[config.mk]
export PLATFORM = sky130hd
export DESIGN_NAME = ysyx_23060187_mem_arbiter
export DESIGN_NICKNAME = d
export VERILOG_FILES = /design/src/rtl/ysyx_23060187_mem_arb_pkg.sv /design/src/rtl/ysyx_23060187_arb_pick.sv /design/src/rtl/ysyx_23060187_mem_arbiter.sv
export SDC_FILE = /design/constraint.sdc
export NUM_CORES = 1
export LEC_CHECK = 0
export BUFFER_PORTS_ARGS = -buffer_cell sky130_fd_sc_hd__buf_4
export CAP_MARGIN = 20
export CELL_PAD_IN_SITES_DETAIL_PLACEMENT = 2
export CELL_PAD_IN_SITES_GLOBAL_PLACEMENT = 2
export CORE_ASPECT_RATIO = 0.6
export CORE_MARGIN = 1.5
export CORE_UTILIZATION = 24
export DETAILED_ROUTE_END_ITERATION = 16
export GPL_TIMING_DRIVEN = 0
export PLACE_DENSITY = 0.85
export SYNTH_ARGS = -nofsm -noshare
export SYNTH_HDL_FRONTEND = slang
export SYNTH_SLANG_ARGS = --single-unit
[constraint.sdc]
create_clock -name clk -period 1.85 [get_ports clk]
set_input_delay 0.37 -clock clk [delete_from_list [all_inputs] [get_ports clk]]
set_output_delay 0.37 -clock clk [all_outputs]
set_load 0.01 [all_outputs]
[src/rtl/ysyx_23060187_mem_arb_pkg.sv]
// Shared types and constants for the IFU/LSU memory arbiter.
//   arb_state_e : arbiter transaction state (IDLE, ISSUE, WAIT)
//   ID_IFU/ID_LSU : requester identifiers as carried on grant_id
package ysyx_23060187_mem_arb_pkg;

  typedef enum logic [1:0] {
    IDLE  = 2'd0,
    ISSUE = 2'd1,
    WAIT  = 2'd2
  } arb_state_e;

  localparam logic ID_IFU = 1'b0;
  localparam logic ID_LSU = 1'b1;

endpackage

[src/rtl/ysyx_23060187_arb_pick.sv]
// Winner selection between the IFU and LSU request lines.
// Build option: define YSYX_23060187_ARB_RR_EN for round-robin on ties,
// otherwise the LSU always wins a tie.
// Ports:
//   ifu_valid, lsu_valid : pending requests
//   last_grant           : requester granted most recently (round-robin only)
//   winner               : selected requester id (ID_IFU / ID_LSU)
module ysyx_23060187_arb_pick
  import ysyx_23060187_mem_arb_pkg::*;
(
  input  logic ifu_valid,
  input  logic lsu_valid,
  input  logic last_grant,
  output logic winner
);

`ifdef YSYX_23060187_ARB_RR_EN
  always_comb begin
    winner = ID_IFU;
    if (ifu_valid && lsu_valid) begin
      // Tie goes to whichever requester was not served last.
      winner = (last_grant == ID_LSU) ? ID_IFU : ID_LSU;
    end else if (lsu_valid) begin
      winner = ID_LSU;
    end
  end
`else
  always_comb begin
    winner = ID_IFU;
    if (lsu_valid) begin
      winner = ID_LSU;
    end
  end

  // Fixed priority only needs lsu_valid.
  logic [1:0] unused_fixed;
  assign unused_fixed = {ifu_valid, last_grant};
`endif

endmodule

[src/rtl/ysyx_23060187_mem_arbiter.sv]
// Shares one memory port between the IFU and the LSU. One transaction is
// outstanding at a time: IDLE (accept) -> ISSUE (mem request) -> WAIT
// (mem response) -> IDLE, with the response registered back to its owner.
// Build option: YSYX_23060187_ARB_RR_EN selects round-robin arbitration.
// Ports:
//   clk, rst                 : clock, synchronous active-high reset
//   ifu_req_* / ifu_resp_*   : IFU read request / response
//   lsu_req_* / lsu_resp_*   : LSU load/store request / response
//   mem_req_* / mem_resp_*   : downstream memory port
//   grant_id                 : owner of current transaction (0 IFU, 1 LSU)
//   busy                     : arbiter not idle
module ysyx_23060187_mem_arbiter
  import ysyx_23060187_mem_arb_pkg::*;
#(
  parameter int ADDR_W = 32,
  parameter int DATA_W = 32,
  parameter int MASK_W = 8
) (
  input  logic              clk,
  input  logic              rst,
  input  logic              ifu_req_valid,
  output logic              ifu_req_ready,
  input  logic [ADDR_W-1:0] ifu_addr,
  output logic              ifu_resp_valid,
  output logic [DATA_W-1:0] ifu_rdata,
  input  logic              lsu_req_valid,
  output logic              lsu_req_ready,
  input  logic              lsu_wen,
  input  logic [ADDR_W-1:0] lsu_addr,
  input  logic [DATA_W-1:0] lsu_wdata,
  input  logic [MASK_W-1:0] lsu_wmask,
  output logic              lsu_resp_valid,
  output logic [DATA_W-1:0] lsu_rdata,
  output logic              mem_req_valid,
  input  logic              mem_req_ready,
  output logic              mem_wen,
  output logic [ADDR_W-1:0] mem_addr,
  output logic [DATA_W-1:0] mem_wdata,
  output logic [MASK_W-1:0] mem_wmask,
  input  logic              mem_resp_valid,
  input  logic [DATA_W-1:0] mem_rdata,
  output logic              grant_id,
  output logic              busy
);

  arb_state_e state, state_next;
  logic       accept;
  logic       winner;
  logic       last_grant;
  logic       resp_fire;

`ifdef YSYX_23060187_ARB_RR_EN
  always_ff @(posedge clk) begin
    if (rst) begin
      last_grant <= ID_LSU;
    end else if (accept) begin
      last_grant <= winner;
    end
  end
`else
  assign last_grant = ID_LSU;
`endif

  ysyx_23060187_arb_pick u_pick (
    .ifu_valid  (ifu_req_valid),
    .lsu_valid  (lsu_req_valid),
    .last_grant (last_grant),
    .winner     (winner)
  );

  always_comb begin
    state_next = state;
    accept     = 1'b0;
    case (state)
      IDLE: begin
        // Gated by rst so no handshake completes while reset is held.
        if (!rst && (ifu_req_valid || lsu_req_valid)) begin
          accept     = 1'b1;
          state_next = ISSUE;
        end
      end
      ISSUE: if (mem_req_ready)  state_next = WAIT;
      WAIT:  if (mem_resp_valid) state_next = IDLE;
      default: state_next = IDLE;
    endcase
  end

  assign ifu_req_ready = accept && (winner == ID_IFU);
  assign lsu_req_ready = accept && (winner == ID_LSU);
  assign mem_req_valid = (state == ISSUE);
  assign busy          = (state != IDLE);
  assign resp_fire     = (state == WAIT) && mem_resp_valid;

  always_ff @(posedge clk) begin
    if (rst) begin
      state          <= IDLE;
      grant_id       <= ID_IFU;
      mem_wen        <= 1'b0;
      mem_addr       <= '0;
      mem_wdata      <= '0;
      mem_wmask      <= '0;
      ifu_resp_valid <= 1'b0;
      lsu_resp_valid <= 1'b0;
      ifu_rdata      <= '0;
      lsu_rdata      <= '0;
    end else begin
      state          <= state_next;
      ifu_resp_valid <= resp_fire && (grant_id == ID_IFU);
      lsu_resp_valid <= resp_fire && (grant_id == ID_LSU);
      if (accept) begin
        grant_id <= winner;
        if (winner == ID_LSU) begin
          mem_wen   <= lsu_wen;
          mem_addr  <= lsu_addr;
          mem_wdata <= lsu_wdata;
          mem_wmask <= lsu_wmask;
        end else begin
          mem_wen   <= 1'b0;
          mem_addr  <= ifu_addr;
          mem_wdata <= '0;
          mem_wmask <= '0;
        end
      end
      if (resp_fire) begin
        if (grant_id == ID_IFU) begin
          ifu_rdata <= mem_rdata;
        end else begin
          lsu_rdata <= mem_wen ? '0 : mem_rdata;
        end
      end
    end
  end

endmodule

======== Yosys cells after proc, flatten, opt, wreduce, memory -nomap -nowiden ========
Index checks and enable logic that the tools add are counted.
word-level totals
  register bits after elaboration ......... 142
  input port bits ......................... 143
  word-level logic and storage cells ...... 42
cells by class
  equal/unequal tests ..................... 5
  muxes and demuxes ....................... 12
  bitwise logic cells ..................... 2
  reductions and logical operators ........ 13
operators with widths
  kind                                                    count
  two-way mux 32 bit                                      3
  two-way mux 8 bit                                       1
  logical AND 1 bit                                       6
  two-way mux 2 bit                                       3
  case mux 2 bit (3 select lines)                         1
  two-way mux 1 bit                                       4
  inequality test 2 bit (second input constant)           2
  AND reduction 2 bit                                     2
  AND reduction 3 bit                                     1
  equality test 2 x 1 -> 1 bit (second input constant)    1
  equality test 2 bit (second input constant)             1
  logical NOT 2 bit                                       1
  inequality test 2 x 1 -> 1 bit (second input constant)  1
  inverter 1 bit                                          2
  nonzero test 2 bit                                      1
  logical NOT 1 bit                                       1
  logical OR 1 bit                                        1

======== Logic depth before layout (Yosys ltp) ========
Gate-level depths: netlist of the first run.
  word-level depth ........................ 5
  gate-level depth with buffers ........... 6
  gate-level depth less buffers ........... 3

======== Hierarchy ========
A second synthesis of the first run with hierarchy kept.
second synthesis, totals
  cells, all modules ...................... 573
  area, all modules ....................... 5325.1 um^2
by module, submodules not included
  module                     instances  cells an instance  area an instance (um^2)
  ysyx_23060187_mem_arbiter  1          572                5317.6
  ysyx_23060187_arb_pick     1          1                  7.5

======== Worst setup path after synthesis of the first run ========
No wires, ideal clock.
  path kind ............................... input to output
  start ................................... input rst
  end ..................................... output ifu_req_ready
  arrival time ............................ 1452 ps
  required time ........................... 1480 ps
  slack ................................... 28 ps
  cell stages on the path ................. 5
  path buffers ............................ 3
  cell sequence ........................... buf_2 -> or3_4 -> buf_4 -> buf_6 -> nor3_1
on the way
  cells in the longest elaborated chain, start to end .. 5
ends and longest elaborated chain
  item               line                             source
  from (decl)        ysyx_23060187_mem_arbiter.sv:20  input logic rst,
  logical NOT 1 bit  ysyx_23060187_mem_arbiter.sv:77  if (!rst && (ifu_req_valid || lsu_req_valid)) begin
  logical AND 1 bit  ysyx_23060187_mem_arbiter.sv:77
  two-way mux 1 bit  ysyx_23060187_mem_arbiter.sv:77
  two-way mux 1 bit  ysyx_23060187_mem_arbiter.sv:74  case (state)
  logical AND 1 bit  ysyx_23060187_mem_arbiter.sv:88  assign ifu_req_ready = accept && (winner == ID_IFU);
  to (decl)          ysyx_23060187_mem_arbiter.sv:22  output logic ifu_req_ready,
Every way passes these cells.

======== Final worst setup path of the first run ========
  start ................................... register state[1]
  end ..................................... output ifu_req_ready
on the way
  cells in the longest elaborated chain, start to end .. 3
ends and longest elaborated chain
  item                    line                              source
  from (decl)             ysyx_23060187_mem_arbiter.sv:46   arb_state_e state, state_next;
  from (signal assigned)  ysyx_23060187_mem_arbiter.sv:107  state <= state_next;
  logical NOT 2 bit       ysyx_23060187_mem_arbiter.sv:74
  two-way mux 1 bit       ysyx_23060187_mem_arbiter.sv:74
  logical AND 1 bit       ysyx_23060187_mem_arbiter.sv:88
Every way passes these cells.

==> impl_results.md, run 1 <==
- Status: finished, violations left
- Failing checks: negative setup slack
- Largest net degree at the start of global routing: 17
- Clk sink count: 142
- DRC violations left: 0
- Max Fclk: 498 MHz
- Arrival time at the worst endpoint: 1640 ps
- CP peak stage delay: 430 ps
- CP bufs+invs: 2
- Critical path class: flop to output pin
- Pwr Density: 918 nW/um2
- Clock tree buffer depth: 2
- Reg2reg path depth: 7
- Vias in the first global route: 6057
- Final worst setup slack: -159 ps
- Placed cell areas: 7680 um2
- Startpoint Class: flop
- Internal power: 5.74 mW
- Fin. Hold Viols: 0
- Setup Viol. Count Final: 2
- CP max-delay cell: or3_4
- FP Rows: 41
- Mean post-synth cell area: 9.07 um2
- Die Height: 117 um
- EDFF count, synth: 0
- Worst Tran Pin Value: 868 ps
- CTS root buffer: clkbuf_16
- Vias per cell: 4.81
- Fin. max-slew vios: 0
- DR WL/cell: 20.2 um
- Post-synth ARST share: 0%
- Flop pwr share: 41.9%
- Antenna Cells: 0
- CP max FO: 2
- WHS Endpoint: lsu_rdata[17]$_SDFFE_PP0P_
- Total GRT Usage: 20.6%
- Crit path cell chain: or3_4, buf_8, nor3_4, buf_6
- Max_cap viols: 0
- Reg2reg end: mem_addr[10]$_SDFFE_PP0P_
- Top delay family on crit path: simple AND/OR/NAND/NOR gates
- Synthesis-to-finish area growth: 62.2%
- Register area share after synthesis: 54.7%
- Sum Neg Setup Slack: -242 ps
- Combinational share of power: 14.7%
- Reg2reg setup slack: 10 ps
- Most numerous cell in the Yosys netlist: dfxtp_1
- Worst Hold Depth: 2
- Share of the synthesized area in the top cell type: 54.7%
- Die X: 193 um
- Share of post-route cells with drive strength above 1: 40.8%
- Ys flop type: dfxtp_1
- Clock skew: 7.24 ps
- Leakage: 3.58 nW
- Final period utilization: 109%
- Synth top area cells: dfxtp_1, a21oi_1, nand2_1, o21ai_0, a22o_1
- Hold crit path type: input port to flop
- CORE AREA: 21100 um2
- Cell taking the most area after synthesis: dfxtp_1
- Filler cells: 2407
- Initial DRC Count: 172
- Max IR drop VDD: 0.000628 V
- Post-synthesis cell area: 5190 um2
- NetSw: 1.99 mW
- Post-synthesis cell type count: 26
- Final min period: 2010 ps
- Post-DP HPWL: 17.9 mm
- Cell count after synthesis: 573
- Initial antenna violation count: 0
- Port bufs: 285
- Number of I/O pins: 287
- Synth cell count leaders: dfxtp_1, a21oi_1, nand2_1
- RSZ-0062 raised after global routing: yes
- WP depth: 4
- Yosys warnings: 0
- Reg clk slew, reported paths: 60 ps
- Sw frac: 25.8%
- TritonRoute pass-1 iters: 4
- Finished Cell Area: 8430 um2
- Final Routed Wirelength: 23.8 mm
- GP Congestion: 0.792
- Post-Syn Nets: 716
- Vias: 5681
- CTS tree: done
- Initial core utilization: 24.6%
- Synthesized flop and latch total: 142
- Slew headroom: 42.1%
- Skew-Pair Late Insertion Delay: 420 ps
- Clock share of power: 43.4%
- R2r startpoint: state[0]$_SDFFE_PP0P_
- Die footprint: 22600 um2
- Layout Nets: 1032
- Crit path capture type: output pin
- Post-detailed-route count of antenna-violating nets: 0
- GR Overflow Total: 0
- Data required time at the worst endpoint: 1480 ps
- HP Start: mem_rdata[17]
- CTS Buf Count: 17
- H-tree lvl count: 4
- First-pass GRT wire length: 34.9 mm
==> per-stage QoR <==
stage                     instances  power [mW]  worst slack (ps)  util, %  hold slack, ps
after floorplan                 573        3.73              28.2        -             481
after global placement         1137        4.34              -170     36.4             443
after detailed placement       1137        4.38              -201     36.4             457
after CTS                      1179        7.83              -255     39.5             140
after global routing           1181        8.08              -229     39.9             148
final                          1181        7.74              -159     39.9             170
==> layout by cell type (no fill, tap or decap), types with 5 or more instances in the layout <==
master,instances
buf_4,296
dfxtp_1,140
a21oi_1,106
nand2_1,105
o21ai_0,74
a22o_1,32
a32oi_1,32
clkbuf_1,31
clkbuf_16,17
buf_6,16
buf_2,11
nor2_1,5
clkbuf_2,5
==> cell families (layout without fill, tap and decap cells) <==
group	Yosys count	after routing	share of synthesized area, %
AO/OA/AOI/OAI	247	247	28.6
buffers and inverters	61	390	6.43
flip-flops	142	142	54.7
AND/OR/NAND/NOR	123	123	10.3
==> timing repair <==
action	4_1_cts	5_1_grt
pin swaps	2	3
setup endpoints to repair	23	102
resized for setup	7	29
hold buffers	0	0
buffers inserted	12	4
==> power by group through the flow <==
| stage | clock network, mW | logic [mW] | registers [mW] |
|---|---|---|---|
| 4_1_cts | 3.47 | 1.13 | 3.24 |
| 3_3_place_gp | 0 | 1.05 | 3.29 |
| 6_report | 3.36 | 1.14 | 3.24 |
| 5_1_grt | 3.59 | 1.24 | 3.25 |
| 3_5_place_dp | 0 | 1.08 | 3.30 |
| 2_1_floorplan | 0 | 0.392 | 3.34 |
==> routing by layer <==
metal	routed length, um	track usage (%)	vias up
met2	11100	33.9	186
met4	159	3.85	0
met3	1880	7.54	13
met1	10700	26.3	2799
li1	-	-	2683
met5	0	0	-
==> flip-flops by register name (all words and copies together) (netlist names) <==
register and count:
mem_wdata 32, lsu_rdata 32, ifu_rdata 32, mem_wmask 8, mem_wen 1, ifu_resp_valid 1, mem_addr 32, grant_id 1
lsu_resp_valid 1, state 2
==> final cells by class <==
cell class              count  area [um2]  area share (%)
plain buffers              56         324            3.85
clock buffers              22         454            5.39
clock inverters            10         115            1.37
inverters                   1        3.75          0.0446
multi-input cells         370        2050            24.4
flip-flops and latches    142        2850            33.8
well taps                 279         349            4.14
repair buffers            301        2280            27.1
==> worst max path at each step <==
stage / start / to / slack (ps)
after global placement: rst / ifu_req_ready / -170
after global routing: state[1]$_SDFFE_PP0P_ / ifu_req_ready / -230
after detailed placement: mem_resp_valid / lsu_rdata[3]$_SDFFE_PP0P_ / -200
after floorplan: rst / ifu_req_ready / 30
final: state[1]$_SDFFE_PP0P_ / ifu_req_ready / -160
after CTS: state[0]$_SDFFE_PP0P_ / ifu_req_ready / -260
==> worst register-to-register path: cells and delay by family (launching register included) <==
kind                   cells  cell delay, ps
buffers and inverters      4             720
and+or+nand+nor            1             420
AOI/OAI and AO/OA          2             310
DFF                        1             330
No activity file was read; power rests on OpenSTA's default activity.
==> run 2, diff against run 1 <==
--- a/config.mk
+++ b/config.mk
@@ -5,16 +5,16 @@
 export SDC_FILE = /design/constraint.sdc
 export NUM_CORES = 1
 export LEC_CHECK = 0
-export BUFFER_PORTS_ARGS = -buffer_cell sky130_fd_sc_hd__buf_4
 export CAP_MARGIN = 20
 export CELL_PAD_IN_SITES_DETAIL_PLACEMENT = 2
 export CELL_PAD_IN_SITES_GLOBAL_PLACEMENT = 2
 export CORE_ASPECT_RATIO = 0.6
 export CORE_MARGIN = 1.5
-export CORE_UTILIZATION = 24
+export CORE_UTILIZATION = 34
 export DETAILED_ROUTE_END_ITERATION = 16
+export DONT_BUFFER_PORTS = 1
 export GPL_TIMING_DRIVEN = 0
-export PLACE_DENSITY = 0.85
+export PLACE_DENSITY = 0.84
 export SYNTH_ARGS = -nofsm -noshare
 export SYNTH_HDL_FRONTEND = slang
 export SYNTH_SLANG_ARGS = --single-unit
==> run 2 against run 1 <==
The flow now finishes without violations. Global-route usage is 3.3 points higher. Die area is 29% lower. Maximum frequency rose by 9.3%. Clock power grew 2%. Worst hold slack got worse by 94 ps. First-iteration DRC count is 22% higher. Register-to-register slack better by 110 ps.
==> impl_results.md, run 2 (synthesized netlist as in run 1, its figures left out) <==
- Skew-Pair Late Insertion Delay: 420 ps (about the same)
- DR WL/cell: 24.0 um (was 20.2 um)
- Max Fclk: 544 MHz (was 498 MHz)
- R2r startpoint: state[0]$_SDFFE_PP0P_ (unchanged)
- CP max-delay cell: nor4b_4 (was or3_4)
- Reg2reg path depth: 5 (was 7)
- HP Start: mem_rdata[25] (was mem_rdata[17])
- RSZ-0062 raised after global routing: yes (unchanged)
- Top delay family on crit path: buffers and inverters (was simple AND/OR/NAND/NOR gates)
- Total GRT Usage: 23.9% (was 20.6%)
- Pre-CTS setup slack: -195 ps (was -201 ps)
- Crit path cell chain: buf_6, nor4b_4, buf_6, buf_12 (was or3_4, buf_8, nor3_4, buf_6)
- Final worst setup slack: 12.2 ps (was -159 ps)
- Crit path capture type: output pin (unchanged)
- Arrival time at the worst endpoint: 1470 ps (was 1640 ps)
- FP Rows: 34 (was 41)
- Worst Tran Pin Value: 660 ps (was 868 ps)
- Layout Nets: 742 (was 1032)
- Clk sink count: 142 (unchanged)
- Post-DP HPWL: 14.5 mm (was 17.9 mm)
- Initial DRC Count: 210 (was 172)
- Vias: 4600 (was 5681)
- CP max FO: 5 (was 2)
- Slew headroom: 56.0% (was 42.1%)
- Die footprint: 16100 um2 (was 22600 um2)
- Die X: 163 um (was 193 um)
- Number of I/O pins: 287 (unchanged)
- Synthesis-to-finish area growth: 18.4% (was 62.2%)
- H-tree lvl count: 4 (unchanged)
- TritonRoute pass-1 iters: 4 (unchanged)
- Reg2reg setup slack: 120 ps (was 10 ps)
- Status: finished, final reports clean (was finished, violations left)
- Reg clk slew, reported paths: 70 ps (was 60 ps)
- DRC violations left: 0 (unchanged)
- Setup Viol. Count Final: 0 (was 2)
- Fin. max-slew vios: 0 (unchanged)
- Share of post-route cells with drive strength above 1: 12.9% (was 40.8%)
- Vias in the first global route: 5053 (was 6057)
- Post-detailed-route count of antenna-violating nets: 0 (unchanged)
- Post-Layout Cell Count: 810 (was 1181)
- Initial core utilization: 35.3% (was 24.6%)
- Critical path class: flop to output pin (unchanged)
- Commonest non-fill, non-tap cell in the layout: dfxtp_1 (was buf_4)
- Hold crit path type: input port to flop (unchanged)
- Final period utilization: 99.3% (was 109%)
- Most frequent cells in the layout: dfxtp_1, a21oi_1, nand2_1, o21ai_0 (was buf_4, dfxtp_1, a21oi_1, nand2_1, o21ai_0)
- Max_cap viols: 0 (unchanged)
- CORE AREA: 14700 um2 (was 21100 um2)
- CP peak stage delay: 330 ps (was 430 ps)
- Antenna Cells: 0 (unchanged)
- CTS root buffer: clkbuf_16 (unchanged)
- Placed cell areas: 5440 um2 (was 7680 um2)
- Initial antenna violation count: 0 (unchanged)
- Leakage: 2.12 nW (was 3.58 nW)
- CTS Buf Count: 17 (unchanged)
- Port bufs: 0 (was 285)
- Final min period: 1840 ps (was 2010 ps)
- Pwr Density: 1190 nW/um2 (was 918 nW/um2)
- Hold Buf Count CTS: 0 (unchanged)
- CTS tree: done (unchanged)
- Data required time at the worst endpoint: 1480 ps (about the same)
- Fin. Hold Viols: 0 (unchanged)
- Worst Hold Depth: 1 (was 2)
- Largest net degree at the start of global routing: 17 (unchanged)
- GR Overflow Total: 0 (unchanged)
- First-pass GRT wire length: 29.2 mm (was 34.9 mm)
- Clock skew: 19.8 ps (was 7.24 ps)
- WHS Endpoint: lsu_rdata[25]$_SDFFE_PP0P_ (was lsu_rdata[17]$_SDFFE_PP0P_)
- Clock tree buffer depth: 2 (unchanged)
- Max IR drop VDD: 0.000485 V (was 0.000628 V)
- CP most frequent cell: buf_6
- Inst Count DP: 771 (was 1137)
- Startpoint Class: flop (unchanged)
- Finished Cell Area: 6150 um2 (was 8430 um2)
- Final Routed Wirelength: 19.5 mm (was 23.8 mm)
- Die Height: 98.7 um (was 117 um)
- Vias per cell: 5.68 (was 4.81)
- CP bufs+invs: 3 (was 2)
- Reg2reg end: mem_addr[11]$_SDFFE_PP0P_ (was mem_addr[10]$_SDFFE_PP0P_)
- GP Congestion: 0.807 (was 0.792)
==> run 2: final cells by class <==
type	count	area, um2
Fill cell	1573	8570
Clock inverter	14	146
Clock buffer	18	439
Tap cell	198	248
Timing Repair Buffer	10	100
Buffer	57	320
Inverter	1	3.75
Multi-Input combinational cell	370	2050
Sequential cell	142	2850
==> run 2: worst max-delay path by stage <==
stage                                     start             to  slack, ps  cells after the start
final                     state[1]$_SDFFE_PP0P_  lsu_req_ready         10                      4
after global placement                      rst  ifu_req_ready       -210                      5
after detailed placement                    rst  ifu_req_ready       -200                      5
after CTS                 state[0]$_SDFFE_PP0P_  ifu_req_ready       -160                      4
after global routing      state[1]$_SDFFE_PP0P_  lsu_req_ready        -60                      4
after floorplan                             rst  ifu_req_ready         30                      5
==> run 2: stage by stage <==
| step | setup TNS, ps | utilization [%] | hold slack (ps) | total power [mW] |
|---|---|---|---|---|
| 2_1_floorplan | 0 | - | 481 | 3.73 |
| 3_5_place_dp | -240 | 37.0 | 500 | 3.93 |
| 4_1_cts | -202 | 41.9 | 59.1 | 7.44 |
| 6_report | 0 | 41.8 | 75.5 | 7.34 |
| 3_3_place_gp | -208 | 37.0 | 495 | 3.88 |
| 5_1_grt | -74.1 | 41.8 | 59.8 | 7.65 |
==> run 2: where the power goes <==
group	internal, mW	switching [mW]
clock	1.94	1.49
sequential	3.17	0.145
combinational	0.209	0.377
total	5.32	2.01
==> run 2: layer usage <==
metal	up-vias	GRT usage, %	wire length, um
met5	-	0	0
met4	0	6.35	260
met3	23	8.04	1560
met2	192	41.0	9580
met1	2283	28.9	8060
li1	2102	-	-
==> run 2: repair_timing <==
item | in CTS | in global routing
setup buffers | 9 | 0
cloned | 1 | 0
pin swaps | 3 | 2
gates resized for setup | 10 | 7
setup endpoints to repair | 2 | 78
==> run 2: worst reg2reg max path: stages, from the launching register on <==
cell and delay (ps):
dfxtp_4 370, or3_4 430, buf_4 230, clkbuf_1 240, o21ai_0 240, a21oi_1 90
==> run 3, diff against run 2 <==
--- a/config.mk
+++ b/config.mk
@@ -8,7 +8,6 @@
 export CAP_MARGIN = 20
 export CELL_PAD_IN_SITES_DETAIL_PLACEMENT = 2
 export CELL_PAD_IN_SITES_GLOBAL_PLACEMENT = 2
-export CORE_ASPECT_RATIO = 0.6
 export CORE_MARGIN = 1.5
 export CORE_UTILIZATION = 34
 export DETAILED_ROUTE_END_ITERATION = 16
==> run 3 against run 2 <==
Via count fell by 0.54%. Worst hold slack worse by 1.8 ps. Cell count fell by 1.6%. Cell area is 0.33% higher. Critical path type unchanged. Maximum frequency up 0.44%.
==> impl_results.md, run 3 (synthesized netlist as in run 1, its figures left out) <==
- Status: finished, final reports clean (unchanged)
- Vias per cell: 5.74 (was 5.68)
- Crit path cell chain: buf_8, nor4b_4, buf_6, buf_8 (was buf_6, nor4b_4, buf_6, buf_12)
- Die X: 127 um (was 163 um)
- First-pass GRT wire length: 28.0 mm (was 29.2 mm)
- Antenna Cells: 0 (unchanged)
- Arrival time at the worst endpoint: 1460 ps (was 1470 ps)
- Initial DRC Count: 153 (was 210)
- Initial antenna violation count: 0 (unchanged)
- Total GRT Usage: 22.9% (was 23.9%)
- Port bufs: 0 (unchanged)
- Final core occ: 42.0% (was 41.8%)
- Final Routed Wirelength: 18.6 mm (was 19.5 mm)
- Finished Cell Area: 6170 um2 (was 6150 um2)
- Data required time at the worst endpoint: 1480 ps (about the same)
- Pre-CTS setup slack: -294 ps (was -195 ps)
- Clock skew: 10.3 ps (was 19.8 ps)
- Post-detailed-route count of antenna-violating nets: 0 (unchanged)
- Die Height: 127 um (was 98.7 um)
- Vias: 4575 (was 4600)
- CP max FO: 6 (was 5)
- CORE AREA: 14700 um2 (about the same)
- Hold crit path type: input port to flop (unchanged)
- Fin. max-slew vios: 0 (unchanged)
- Initial core utilization: 35.3% (about the same)
- Vias in the first global route: 5047 (was 5053)
- FP Rows: 44 (was 34)
- Worst Tran Pin Value: 666 ps (was 660 ps)
- RSZ-0062 raised after global routing: yes (unchanged)
- Max Fclk: 546 MHz (was 544 MHz)
- CTS Buf Count: 17 (unchanged)
- Pwr Density: 1210 nW/um2 (was 1190 nW/um2)
- Final min period: 1830 ps (was 1840 ps)
- Tot Pwr: 7.46 mW (was 7.34 mW)
- Post-Layout Cell Count: 797 (was 810)
- Setup Viol. Count Final: 0 (unchanged)
- GR Overflow Total: 0 (unchanged)
- Number of I/O pins: 287 (unchanged)
- Die footprint: 16000 um2 (was 16100 um2)
- Slew headroom: 55.6% (was 56.0%)
- Share of post-route cells with drive strength above 1: 12.7% (was 12.9%)
- Layout Nets: 744 (was 742)
- CP max-delay cell: dfxtp_2 (was nor4b_4)
- Reg clk slew, reported paths: 60 ps (was 70 ps)
- Synthesis-to-finish area growth: 18.8% (was 18.4%)
- Final Hold Slack: 73.7 ps (was 75.5 ps)
- CTS root buffer: clkbuf_16 (unchanged)
- CP most frequent cell: buf_8 (was buf_6)
- TritonRoute pass-1 iters: 6 (was 4)
- Commonest non-fill, non-tap cell in the layout: dfxtp_1 (unchanged)
- Post-DP HPWL: 14.0 mm (was 14.5 mm)
- Max_cap viols: 0 (unchanged)
- Final worst setup slack: 20.2 ps (was 12.2 ps)
- Clock tree buffer depth: 2 (unchanged)
- Placed cell areas: 5430 um2 (was 5440 um2)
- Leakage: 2.15 nW (was 2.12 nW)
- Clk sink count: 142 (unchanged)
- Skew-Pair Late Insertion Delay: 420 ps (about the same)
- H-tree lvl count: 4 (unchanged)
- Inst Count DP: 757 (was 771)
- Max IR drop VDD: 0.000595 V (was 0.000485 V)
- Most frequent cells in the layout: dfxtp_1, a21oi_1, nand2_1, o21ai_0 (unchanged)
- Sum Neg Setup Slack: 0 ps (unchanged)
- Final period utilization: 98.9% (was 99.3%)
- Crit path capture type: output pin (unchanged)
- CTS tree: done (unchanged)
- Critical path class: flop to output pin (unchanged)
- CP bufs+invs: 3 (unchanged)
- DRC violations left: 0 (unchanged)
- Largest net degree at the start of global routing: 17 (unchanged)
- DR WL/cell: 23.4 um (was 24.0 um)
- Startpoint Class: flop (unchanged)
- GP Congestion: 0.770 (was 0.807)
- Top delay family on crit path: buffers and inverters (unchanged)
- CP peak stage delay: 340 ps (was 330 ps)
- Fin. Hold Viols: 0 (unchanged)
[run 3: what timing repair did]
action	CTS	global route
hold buffers	0	0
pin swaps	3	3
setup endpoints to repair	2	88
gates resized for setup	8	9
gates cloned	1	0
buffers inserted	8	3
[run 3: worst register-to-register path, stage by stage, from the launching register on]
cell and delay, ps:
dfxtp_2 350, buf_8 120, buf_4 130, nor4bb_1 230
clkbuf_1 240, buf_2 260, nand2_1 140, a21oi_1 180
[run 3: final timing paths]
path / start / end / slack (ps) / depth (start not counted)
min: mem_rdata[10] / lsu_rdata[10]$_SDFFE_PP0P_ / 70 / 1
min reg2reg: ifu_rdata[22]$_SDFFE_PP0P_ / ifu_rdata[22]$_SDFFE_PP0P_ / 510 / 2
max reg2reg: state[1]$_SDFFE_PP0P_ / ifu_rdata[5]$_SDFFE_PP0P_ / 110 / 7
max: state[1]$_SDFFE_PP0P_ / lsu_req_ready / 20 / 4
[run 3: cell type report]
cell class	instances	area [um2]
well taps	184	230
clock buffers	22	484
clock inverters	9	131
plain buffers	57	318
inverters	1	3.75
flip-flops and latches	142	2850
repair buffers	12	123
multi-input cells	370	2040
fillers	1581	8530
[run 3: where the power goes]
group | internal (mW) | switching [mW]
clock | 2.26 | 1.30
sequential | 3.18 | 0.145
combinational | 0.215 | 0.369
[run 3: routing by layer]
layer  wire (um)  up-vias  global-route usage, %  share of wire (%)
met4         544        0                   9.80                2.9
met1        6670     2239                   22.4                 36
met2        9970      194                   43.5                 54
met3        1440       39                   8.22                7.7
met5           0        -                      0                  0
li1            -     2103                      -                  -
